<file path="src/rtl/fifo_serial_tx_pkg.sv">
// Shared types, default geometry and sizing helpers for the FIFO serial transmitter.
package fifo_serial_tx_pkg;

  typedef enum logic [1:0] {IDLE, START, DATA, GAP} tx_state_e;

  localparam int DEF_DATA_WIDTH   = 66;
  localparam int DEF_CLKS_PER_BIT = 4;
  localparam int DEF_GAP_BITS     = 2;
  localparam int DEF_CNT_W        = 16;

  // Counter width that stays at least 1 bit for tiny ranges.
  function automatic int width_of(input int n);
    return (n > 1) ? $clog2(n) : 1;
  endfunction

  // Cycles from one pop to the next when words are streamed back to back.
  function automatic int frame_cycles(input int dw, input int cpb, input int gap);
    return 1 + (1 + dw + gap) * cpb;
  endfunction

  localparam int PHASE_W      = width_of(DEF_CLKS_PER_BIT);
  localparam int BIT_W        = width_of(DEF_DATA_WIDTH);
  localparam int GAP_W        = width_of(DEF_GAP_BITS + 1);
  localparam int FRAME_CYCLES = frame_cycles(DEF_DATA_WIDTH, DEF_CLKS_PER_BIT, DEF_GAP_BITS);

endpackage

</file>
<file path="src/rtl/fifo_serial_tx_bitclk.sv">
// Bit-period phase counter and forwarded serial clock.
module fifo_serial_tx_bitclk
  import fifo_serial_tx_pkg::*;
#(
  parameter int CLKS_PER_BIT = DEF_CLKS_PER_BIT
) (
  input  logic clk,
  input  logic reset_n,
  input  logic run,
  output logic phase_last,
  output logic bitclk
);

  localparam int PH_W = width_of(CLKS_PER_BIT);
  localparam logic [PH_W-1:0] PH_LAST = PH_W'(CLKS_PER_BIT - 1);
  localparam logic [PH_W-1:0] PH_HIGH = PH_W'(CLKS_PER_BIT / 2);

  logic [PH_W-1:0] phase_q, phase_d;
  logic            bitclk_q, bitclk_d;

  assign phase_last = run && (phase_q == PH_LAST);
  assign bitclk     = bitclk_q;

  // The clock flop follows the phase the counter is about to enter, so it
  // lines up with the registered data outputs.
  always_comb begin
    phase_d = '0;
    if (run && !phase_last) phase_d = phase_q + 1'b1;
    bitclk_d = (phase_d >= PH_HIGH);
  end

  always_ff @(posedge clk) begin
    if (!reset_n) begin
      phase_q  <= '0;
      bitclk_q <= 1'b0;
    end else begin
      phase_q  <= phase_d;
      bitclk_q <= bitclk_d;
    end
  end

endmodule

</file>
<file path="src/rtl/fifo_serial_tx.sv">
// Pops words from a show-ahead FIFO and sends each as a framed MSB-first
// serial stream with a forwarded bit clock.
module fifo_serial_tx
  import fifo_serial_tx_pkg::*;
#(
  parameter int DATA_WIDTH   = DEF_DATA_WIDTH,
  parameter int CLKS_PER_BIT = DEF_CLKS_PER_BIT,
  parameter int GAP_BITS     = DEF_GAP_BITS,
  parameter int CNT_W        = DEF_CNT_W
) (
  input  logic                  clk,
  input  logic                  reset_n,
  input  logic                  enable_i,
  input  logic                  fifo_empty_i,
  input  logic [DATA_WIDTH-1:0] fifo_rdata_i,
  output logic                  fifo_rden_o,
  output logic                  ser_data_o,
  output logic                  ser_clk_o,
  output logic                  ser_frame_o,
  output logic                  busy_o,
  output logic [CNT_W-1:0]      words_sent_o
);

  localparam int BIT_CNT_W = width_of(DATA_WIDTH);
  localparam int GAP_CNT_W = width_of(GAP_BITS + 1);

  tx_state_e             state_q, state_d;
  logic [DATA_WIDTH-1:0] shift_q, shift_d;
  logic [BIT_CNT_W-1:0]  bit_q, bit_d;
  logic [GAP_CNT_W-1:0]  gap_q, gap_d;
  logic [CNT_W-1:0]      cnt_q, cnt_d;
  logic                  ser_data_q, ser_data_d;
  logic                  ser_frame_q, ser_frame_d;
  logic                  busy_q;
  logic                  pop;
  logic                  phase_last;
  logic                  bitclk;

  fifo_serial_tx_bitclk #(
    .CLKS_PER_BIT (CLKS_PER_BIT)
  ) u_bitclk (
    .clk        (clk),
    .reset_n    (reset_n),
    .run        (state_q != IDLE),
    .phase_last (phase_last),
    .bitclk     (bitclk)
  );

  assign fifo_rden_o  = pop;
  assign ser_data_o   = ser_data_q;
  assign ser_clk_o    = bitclk;
  assign ser_frame_o  = ser_frame_q;
  assign busy_o       = busy_q;
  assign words_sent_o = cnt_q;

  // Serial outputs are computed for the state being entered, so they only
  // move on bit-period boundaries.
  always_comb begin
    state_d     = state_q;
    shift_d     = shift_q;
    bit_d       = bit_q;
    gap_d       = gap_q;
    cnt_d       = cnt_q;
    ser_data_d  = ser_data_q;
    ser_frame_d = ser_frame_q;
    pop         = 1'b0;
    unique case (state_q)
      IDLE: begin
        pop = reset_n & enable_i & ~fifo_empty_i;
        if (pop) begin
          shift_d     = fifo_rdata_i;
          state_d     = START;
          ser_data_d  = 1'b1;
          ser_frame_d = 1'b1;
        end
      end
      START: begin
        if (phase_last) begin
          state_d    = DATA;
          bit_d      = BIT_CNT_W'(DATA_WIDTH - 1);
          ser_data_d = shift_q[DATA_WIDTH-1];
        end
      end
      DATA: begin
        if (phase_last) begin
          shift_d = {shift_q[DATA_WIDTH-2:0], 1'b0};
          if (bit_q == '0) begin
            state_d     = GAP;
            gap_d       = GAP_CNT_W'(GAP_BITS - 1);
            ser_data_d  = 1'b0;
            ser_frame_d = 1'b0;
          end else begin
            bit_d      = bit_q - 1'b1;
            ser_data_d = shift_q[DATA_WIDTH-2];
          end
        end
      end
      GAP: begin
        if (phase_last) begin
          if (gap_q == '0) begin
            state_d = IDLE;
            cnt_d   = cnt_q + 1'b1;
          end else begin
            gap_d = gap_q - 1'b1;
          end
        end
      end
      default: state_d = IDLE;
    endcase
  end

  always_ff @(posedge clk) begin
    if (!reset_n) begin
      state_q     <= IDLE;
      shift_q     <= '0;
      bit_q       <= '0;
      gap_q       <= '0;
      cnt_q       <= '0;
      ser_data_q  <= 1'b0;
      ser_frame_q <= 1'b0;
      busy_q      <= 1'b0;
    end else begin
      state_q     <= state_d;
      shift_q     <= shift_d;
      bit_q       <= bit_d;
      gap_q       <= gap_d;
      cnt_q       <= cnt_d;
      ser_data_q  <= ser_data_d;
      ser_frame_q <= ser_frame_d;
      busy_q      <= (state_d != IDLE);
    end
  end

endmodule

</file>
<file path="config.mk">
export PLATFORM = sky130hd
export DESIGN_NAME = fifo_serial_tx
export DESIGN_NICKNAME = d
export VERILOG_FILES = /design/src/rtl/fifo_serial_tx_pkg.sv /design/src/rtl/fifo_serial_tx_bitclk.sv /design/src/rtl/fifo_serial_tx.sv
export SDC_FILE = /design/constraint.sdc
export NUM_CORES = 1
export LEC_CHECK = 0
export BUFFER_PORTS_ARGS = -buffer_cell sky130_fd_sc_hd__buf_2
export CAP_MARGIN = 20
export CORE_ASPECT_RATIO = 1.25
export CORE_MARGIN = 5
export CORE_UTILIZATION = 50
export DETAILED_ROUTE_END_ITERATION = 6
export GPL_TIMING_DRIVEN = 0
export PLACE_DENSITY = 0.76
export SYNTH_ARGS = -nofsm -noshare
export SYNTH_HDL_FRONTEND = slang
export SYNTH_HIERARCHICAL = 1
export SYNTH_SLANG_ARGS = --single-unit
</file>
<file path="constraint.sdc">
create_clock -name clk -period 2.25 [get_ports clk]
set_input_delay 0.225 -clock clk [delete_from_list [all_inputs] [get_ports clk]]
set_output_delay 0.225 -clock clk [all_outputs]
set_load 0.02 [all_outputs]
</file>
### Word-level counts from Yosys, hierarchy flattened

Cells that the tools add are included.

| word-level totals | value |
|---|---|
| flip-flop bits (word level) | 99 |
| latch bits | 0 |
| bits in writable memories | 0 |
| memory bits (read-only) | 0 |
| bits of input ports | 70 |
| output and inout bits | 21 |
| memories | 0 |

| cells by class | value |
|---|---|
| add/sub/neg operators | 4 |
| multipliers | 0 |
| divide/modulo/power cells | 0 |
| order comparisons | 1 |
| eq/ne operators | 11 |
| shifts and indexed selects | 0 |
| multiplexer cells | 29 |
| bitwise operators | 3 |
| reduce and logical (&&, ||, !) cells | 18 |

Operator list:

| operator | count |
|---|---|
| 66-bit 2-to-1 mux | 2 |
| 66-bit case mux with 2 select lines | 1 |
| 2-bit 2-to-1 mux | 11 |
| 7-bit 2-to-1 mux | 3 |
| 16-bit by 1-bit adder with 16-bit output, second input constant | 1 |
| 7-bit case mux with 2 select lines | 1 |
| 4-bit AND reduction | 3 |
| 2-bit nonzero test | 5 |
| 2-bit != test, second input constant | 4 |
| 2-bit case mux with 4 select lines | 1 |
| 7-bit zero test | 1 |
| 1-bit 2-to-1 mux | 7 |
| 7-bit by 1-bit subtractor with 7-bit output, second input constant | 1 |
| 2-bit equality test, second input constant | 3 |
| 2-bit by 1-bit != test with 1-bit output, second input constant | 3 |
| 3-bit AND reduction | 2 |
| 5-bit AND reduction | 1 |
| 2-bit zero test | 2 |
| 2-bit case mux with 2 select lines | 1 |
| 1-bit case mux with 3 select lines | 1 |
| 3-bit nonzero test | 1 |
| 2-bit by 1-bit adder with 2-bit output, second input constant | 1 |
| 1-bit bitwise AND | 2 |
| 2-bit by 1-bit equality test with 1-bit output, second input constant | 1 |
| other kinds (6) | 7 |

### Longest topological paths before layout

| logic depth | value |
|---|---|
| word-level depth | 6 |
| gate-level depth with buffers | 10 |

### By module

Netlist, hierarchy kept.

Modules (own cells, without submodules):

| module | times used | cells each | area each (µm²) | seq. area each (µm²) |
|---|---|---|---|---|
| fifo_serial_tx | 1 | 486 | 4464.3 | 1921.8 |
| fifo_serial_tx_bitclk | 1 | 6 | 83.8 | 40.0 |

### Least setup slack after synthesis

OpenSTA, ideal clock, no wires.

| path | value |
|---|---|
| path type | flip-flop to flip-flop |
| start | register state_q[0] |
| end | register cnt_q[15], in the netlist words_sent_o[15] |
| setup time | 0.070 ns |
| data arrival time | 2.148 ns |
| slack | 0.031 ns |
| cell stages (with the launch flop) | 10 |
| buffers on the path | 1 |
| clock period less this slack | 2.219 ns |
| cells stage by stage | dfxtp_1 inv_1 ha_1 inv_1 and2_2 nand3_2 or2_1 buf_6 or4_1 a21oi_1 |

| between the ends | value |
|---|---|
| word-level cells in the longest chain between the ends | 3 |
| elaborated cells between the ends (all ways) | 4 |
| classes of those cells | 1 x eq/ne; 3 x reduce/logical |

Ends and longest elaborated chain:

| what | line | RTL |
|---|---|---|
| start, declared | fifo_serial_tx.sv:27 | `tx_state_e state_q, state_d;` |
| start signal, assigned | fifo_serial_tx.sv:123 | `state_q <= state_d;` |
| 2-bit nonzero test | fifo_serial_tx.sv:44 | `.run (state_q != IDLE),` |
| 1-bit logical AND | fifo_serial_tx_bitclk.sv:21 | `assign phase_last = run && (phase_q == PH_LAST);` |
| via phase_last | fifo_serial_tx.sv:36 | `logic phase_last;` |
| 3-bit AND reduction (no source line) | n/a |  |
| end signal, assigned | fifo_serial_tx.sv:127 | `cnt_q <= cnt_d;` |
| end, declared | fifo_serial_tx.sv:31 | `logic [CNT_W-1:0] cnt_q, cnt_d;` |

The timed path passes the listed nets, and every way through them passes these cells.
A chain may end at the register's enable or synchronous reset.

### Worst setup path after layout

| path | value |
|---|---|
| start | register state_q[0] |
| end | register bit_q[5] |

| between the ends | value |
|---|---|
| word-level cells in the longest chain between the ends | 4 |
| elaborated cells between the ends (all ways) | 10 |
| classes of those cells | 5 x eq/ne; 1 x mux; 4 x reduce/logical |

Ends and longest elaborated chain:

| what | line | RTL |
|---|---|---|
| 2-bit nonzero test (*) | fifo_serial_tx.sv:44 |  |
| 1-bit logical AND (*) | fifo_serial_tx_bitclk.sv:21 |  |
| via phase_last | fifo_serial_tx.sv:36 |  |
| 2-bit by 1-bit != test with 1-bit output (no source line) | n/a |  |
| 4-bit AND reduction (no source line) (*) | n/a |  |
| end signal, assigned | fifo_serial_tx.sv:125 | `bit_q <= bit_d;` |
| end, declared | fifo_serial_tx.sv:29 | `logic [BIT_CNT_W-1:0] bit_q, bit_d;` |

The timed path passes the listed nets; every way through them passes the cells marked *.

==> flow_metrics.tcl <==
set metrics [dict create \
    synthFlopType "dfxtp_1" \
    status "finished clean" \
    vdd_ir_drop_max_v 0.0006273 \
    vias 3960 \
    startpoint_type "flip-flop" \
    pre_cts_slack_ns -0.5133 \
    synth_top_cell_by_area "dfxtp_1" \
    placed_cells 705 \
    final_nets 673 \
    min_from "fifo_rdata_i[0]" \
    root_buffer "clkbuf_16" \
    synth_top_area_share 0.4314 \
    crit_fanout 6 \
    grt_pass1_wl_mm 17.03 \
    dr.pass1.iters 4 \
    antenna_cells 0 \
    drcViolationCount 0 \
    die_y_um 116.6 \
    max_freq_mhz 467.4 \
    vias_per_cell 5.500 \
    path_cells "inv_2 -> ha_4 -> inv_4 -> and2_4 -> o21ai_0 -> or4_1 -> or4_1 -> a21oi_1" \
    cts_tree "built" \
    p_switching_uw 2304 \
    layout-drive-gt1-share 0.2429 \
    initial_core_util 0.5038 \
    cts_buffers 9 \
    fin_area_sq_um 5475 \
    finalNonFillerCells 720 \
    dieArea_sq_um 11120 \
    core_area_sq_um 9027 \
    critPathKind "reg2reg" \
    cp_common_cell "or4_1" \
    finalCritPeriodShare 0.9509 \
    tightest_slew_ns 0.6621 \
    regToRegSetupSlack_ns 0.11 \
    grt_pass1_vias 3858 \
    synth.area.top_cells "dfxtp_1, mux2i_1, a211oi_1, nor2_1, ha_1" \
    antenna_left 0 \
    portBuffers 90 \
    max_cap_violations 0 \
    slew_headroom 0.5586 \
    syn_area_sq_um 4548 \
    yosysSeqAreaShare 0.4314 \
    async_reset_ff_frac 0 \
    hpwl_mm 7.650 \
    combinationalPowerShare 0.368 \
    worst_clock_skew_ns 0.009233 \
    slew_violations 0 \
    min_path_cells 3 \
    ios 91 \
    routed_wl_mm 10.37 \
    clkPwrFrac 0.222 \
    syn-instance-count 492 \
    seq_area_sq_um 1967 \
    tns_ns 0 \
    n_fill_cell 794 \
    drt_iter0_drc 124 \
    clock_path_buffers 2 \
    cp_slowest_cell "or4_1" \
    fin_crit_ns 2.140 \
    yosysMostFrequentCell "dfxtp_1" \
    postCtsHoldBufs 0 \
    fin_util 0.6065 \
    cell_internal_pwr_uw 4094 \
    synth_fp_nets 572 \
    switching_share 0.3601 \
    gr-total-overflow 0 \
    crit-reg2reg-launch "state_q[0]$_SDFF_PN0_" \
    htree_levels 3 \
    crit_arrival_ns 2.42 \
    ys_warn_count 6 \
    num_rows 39 \
    antenna_found_initial 0 \
    dpl_cell_area_sq_um 5152 \
    final_hold_viol_count 0 \
    multi_input_area_sq_um 2412 \
    layout_setup_ws_ns 0.1104 \
    grt_max_degree 16 \
    critPathMaxStageDelay_ns 0.44 \
    cts.reportedPaths.clkPinSlew_ns 0.07 \
    areaGrowthSynthToFinish_pct 20.39 \
    endpoint_kind "flip-flop" \
    synth_edf_count 0 \
    rsz0062_at_grt "yes" \
    p_leak_uw 0.002113 \
    sequentialPowerShare 0.411 \
    setup_viol 0 \
    hold_class "in2reg" \
    ys_types 51 \
    worstPathRequired_ns 2.53 \
    grt_use_total 0.1904 \
    synth-seq-cells 98 \
    powerDensity_nw_per_um2 1168 \
    insertion_delay_ns 0.34 \
    syn_area_per_cell_sq_um 9.244 \
    reg2regPathDepth 8 \
    holdPathEnd "shift_q[0]$_SDFFE_PN0P_" \
    synth_common_cells "dfxtp_1, nor2_1, a211oi_1, mux2i_1" \
    rr_endpoint "bit_q[5]$_SDFFE_PN0P_" \
    clock_sinks 98 \
    die_w_um 95.31 \
    routedWlPerCell_um 14.40 \
    globalplace.congestion 0.8603 \
]
how the worst max path moves through the flow:
stage	from	to	slack, ns	depth (start not counted)
6_report	state_q[0]$_SDFF_PN0_	bit_q[5]$_SDFFE_PN0P_	0.11	8
3_3_place_gp	state_q[0]$_SDFF_PN0_	busy_o$_SDFF_PN0_	-0.41	9
3_5_place_dp	state_q[0]$_SDFF_PN0_	busy_o$_SDFF_PN0_	-0.51	9
5_1_grt	state_q[0]$_SDFF_PN0_	shift_q[33]$_SDFFE_PN0P_	-0.003	10
2_1_floorplan	state_q[0]$_SDFF_PN0_	words_sent_o[15]$_SDFFE_PN0P_	0.03	9
4_1_cts	state_q[0]$_SDFF_PN0_	words_sent_o[15]$_SDFFE_PN0P_	0.01	9
registers in the layout, summed over array words and instances, names as in the netlist, 2 cells and up:
| name | flops |
|---|---|
| bit_q | 7 |
| gap_q | 2 |
| state_q | 2 |
| words_sent_o | 16 |
| shift_q | 66 |
| u_bitclk/phase_q | 2 |
routing by layer:
| metal | vias up | GRT usage | wire length, um |
|---|---|---|---|
| li1 | 1988 | - | - |
| met1 | 1870 | 0.2254 | 4408 |
| met2 | 89 | 0.3321 | 5262 |
| met3 | 13 | 0.05155 | 567 |
| met4 | 0 | 0.06160 | 131 |
| met5 | - | 0 | 0 |
area by class of cell:
cell class	instances	share of cell area
Timing Repair Buffer	90	0.08227
Clock buffer	11	0.04433
Buffer	37	0.03222
Multi-Input combinational cell	346	0.4406
Inverter	11	0.007998
Tap cell	123	0.02811
Clock inverter	4	0.005256
Sequential cell	98	0.3592
cells by family after synthesis:
| kind of cell | after synthesis | share of synthesized area |
|---|---|---|
| AO/OA/AOI/OAI | 115 | 0.1769 |
| multiplexers | 66 | 0.1453 |
| flip-flops | 98 | 0.4314 |
| AND/OR/NAND/NOR | 145 | 0.1541 |
| adder cells (fa/ha/maj) | 10 | 0.02751 |
| XOR/XNOR | 10 | 0.01926 |
| buffers and inverters | 48 | 0.04567 |
power groups by stage:
| stage | clock (uW) | sequential, uW | combinational, uW |
|---|---|---|---|
| 3_3_place_gp | 0 | 2620 | 2200 |
| 2_1_floorplan | 0 | 2590 | 1800 |
| 3_5_place_dp | 0 | 2650 | 2290 |
| 4_1_cts | 1440 | 2620 | 2350 |
| 6_report | 1420 | 2630 | 2350 |
| 5_1_grt | 1530 | 2700 | 2630 |
what timing repair did:
item                       in CTS  in global routing
setup endpoints to repair      82                 59
buffers inserted                0                  0
resized for setup              11                 12
worst max-delay path, delay by kind of cell (launching register included):
family                   cells  cell delay (ns)
buffers and inverters        2             0.15
AND/OR/NAND/NOR              3             1.04
adder cells (fa/ha/maj)      1             0.19
AO/OA/AOI/OAI                2             0.31
flip-flops                   1             0.38
per-stage QoR:
| stage | power, uW | hold slack (ns) |
|---|---|---|
| 2_1_floorplan | 4385 | 0.3639 |
| 3_3_place_gp | 4823 | 0.4450 |
| 3_5_place_dp | 4940 | 0.4592 |
| 4_1_cts | 6408 | 0.1189 |
| 5_1_grt | 6855 | 0.1208 |
| 6_report | 6398 | 0.1179 |
cells in the final DEF (no fill, tap or decap), types with 13 or more instances in the layout:
| master | count |
|---|---|
| buf_2 | 105 |
| dfxtp_1 | 96 |
| nor2_1 | 79 |
| mux2i_1 | 66 |
| a211oi_1 | 66 |
| a21oi_1 | 15 |
| clkbuf_1 | 14 |
| nand2_1 | 13 |
| o21ai_0 | 13 |
Note: power is estimated with default switching activity, not from simulation.
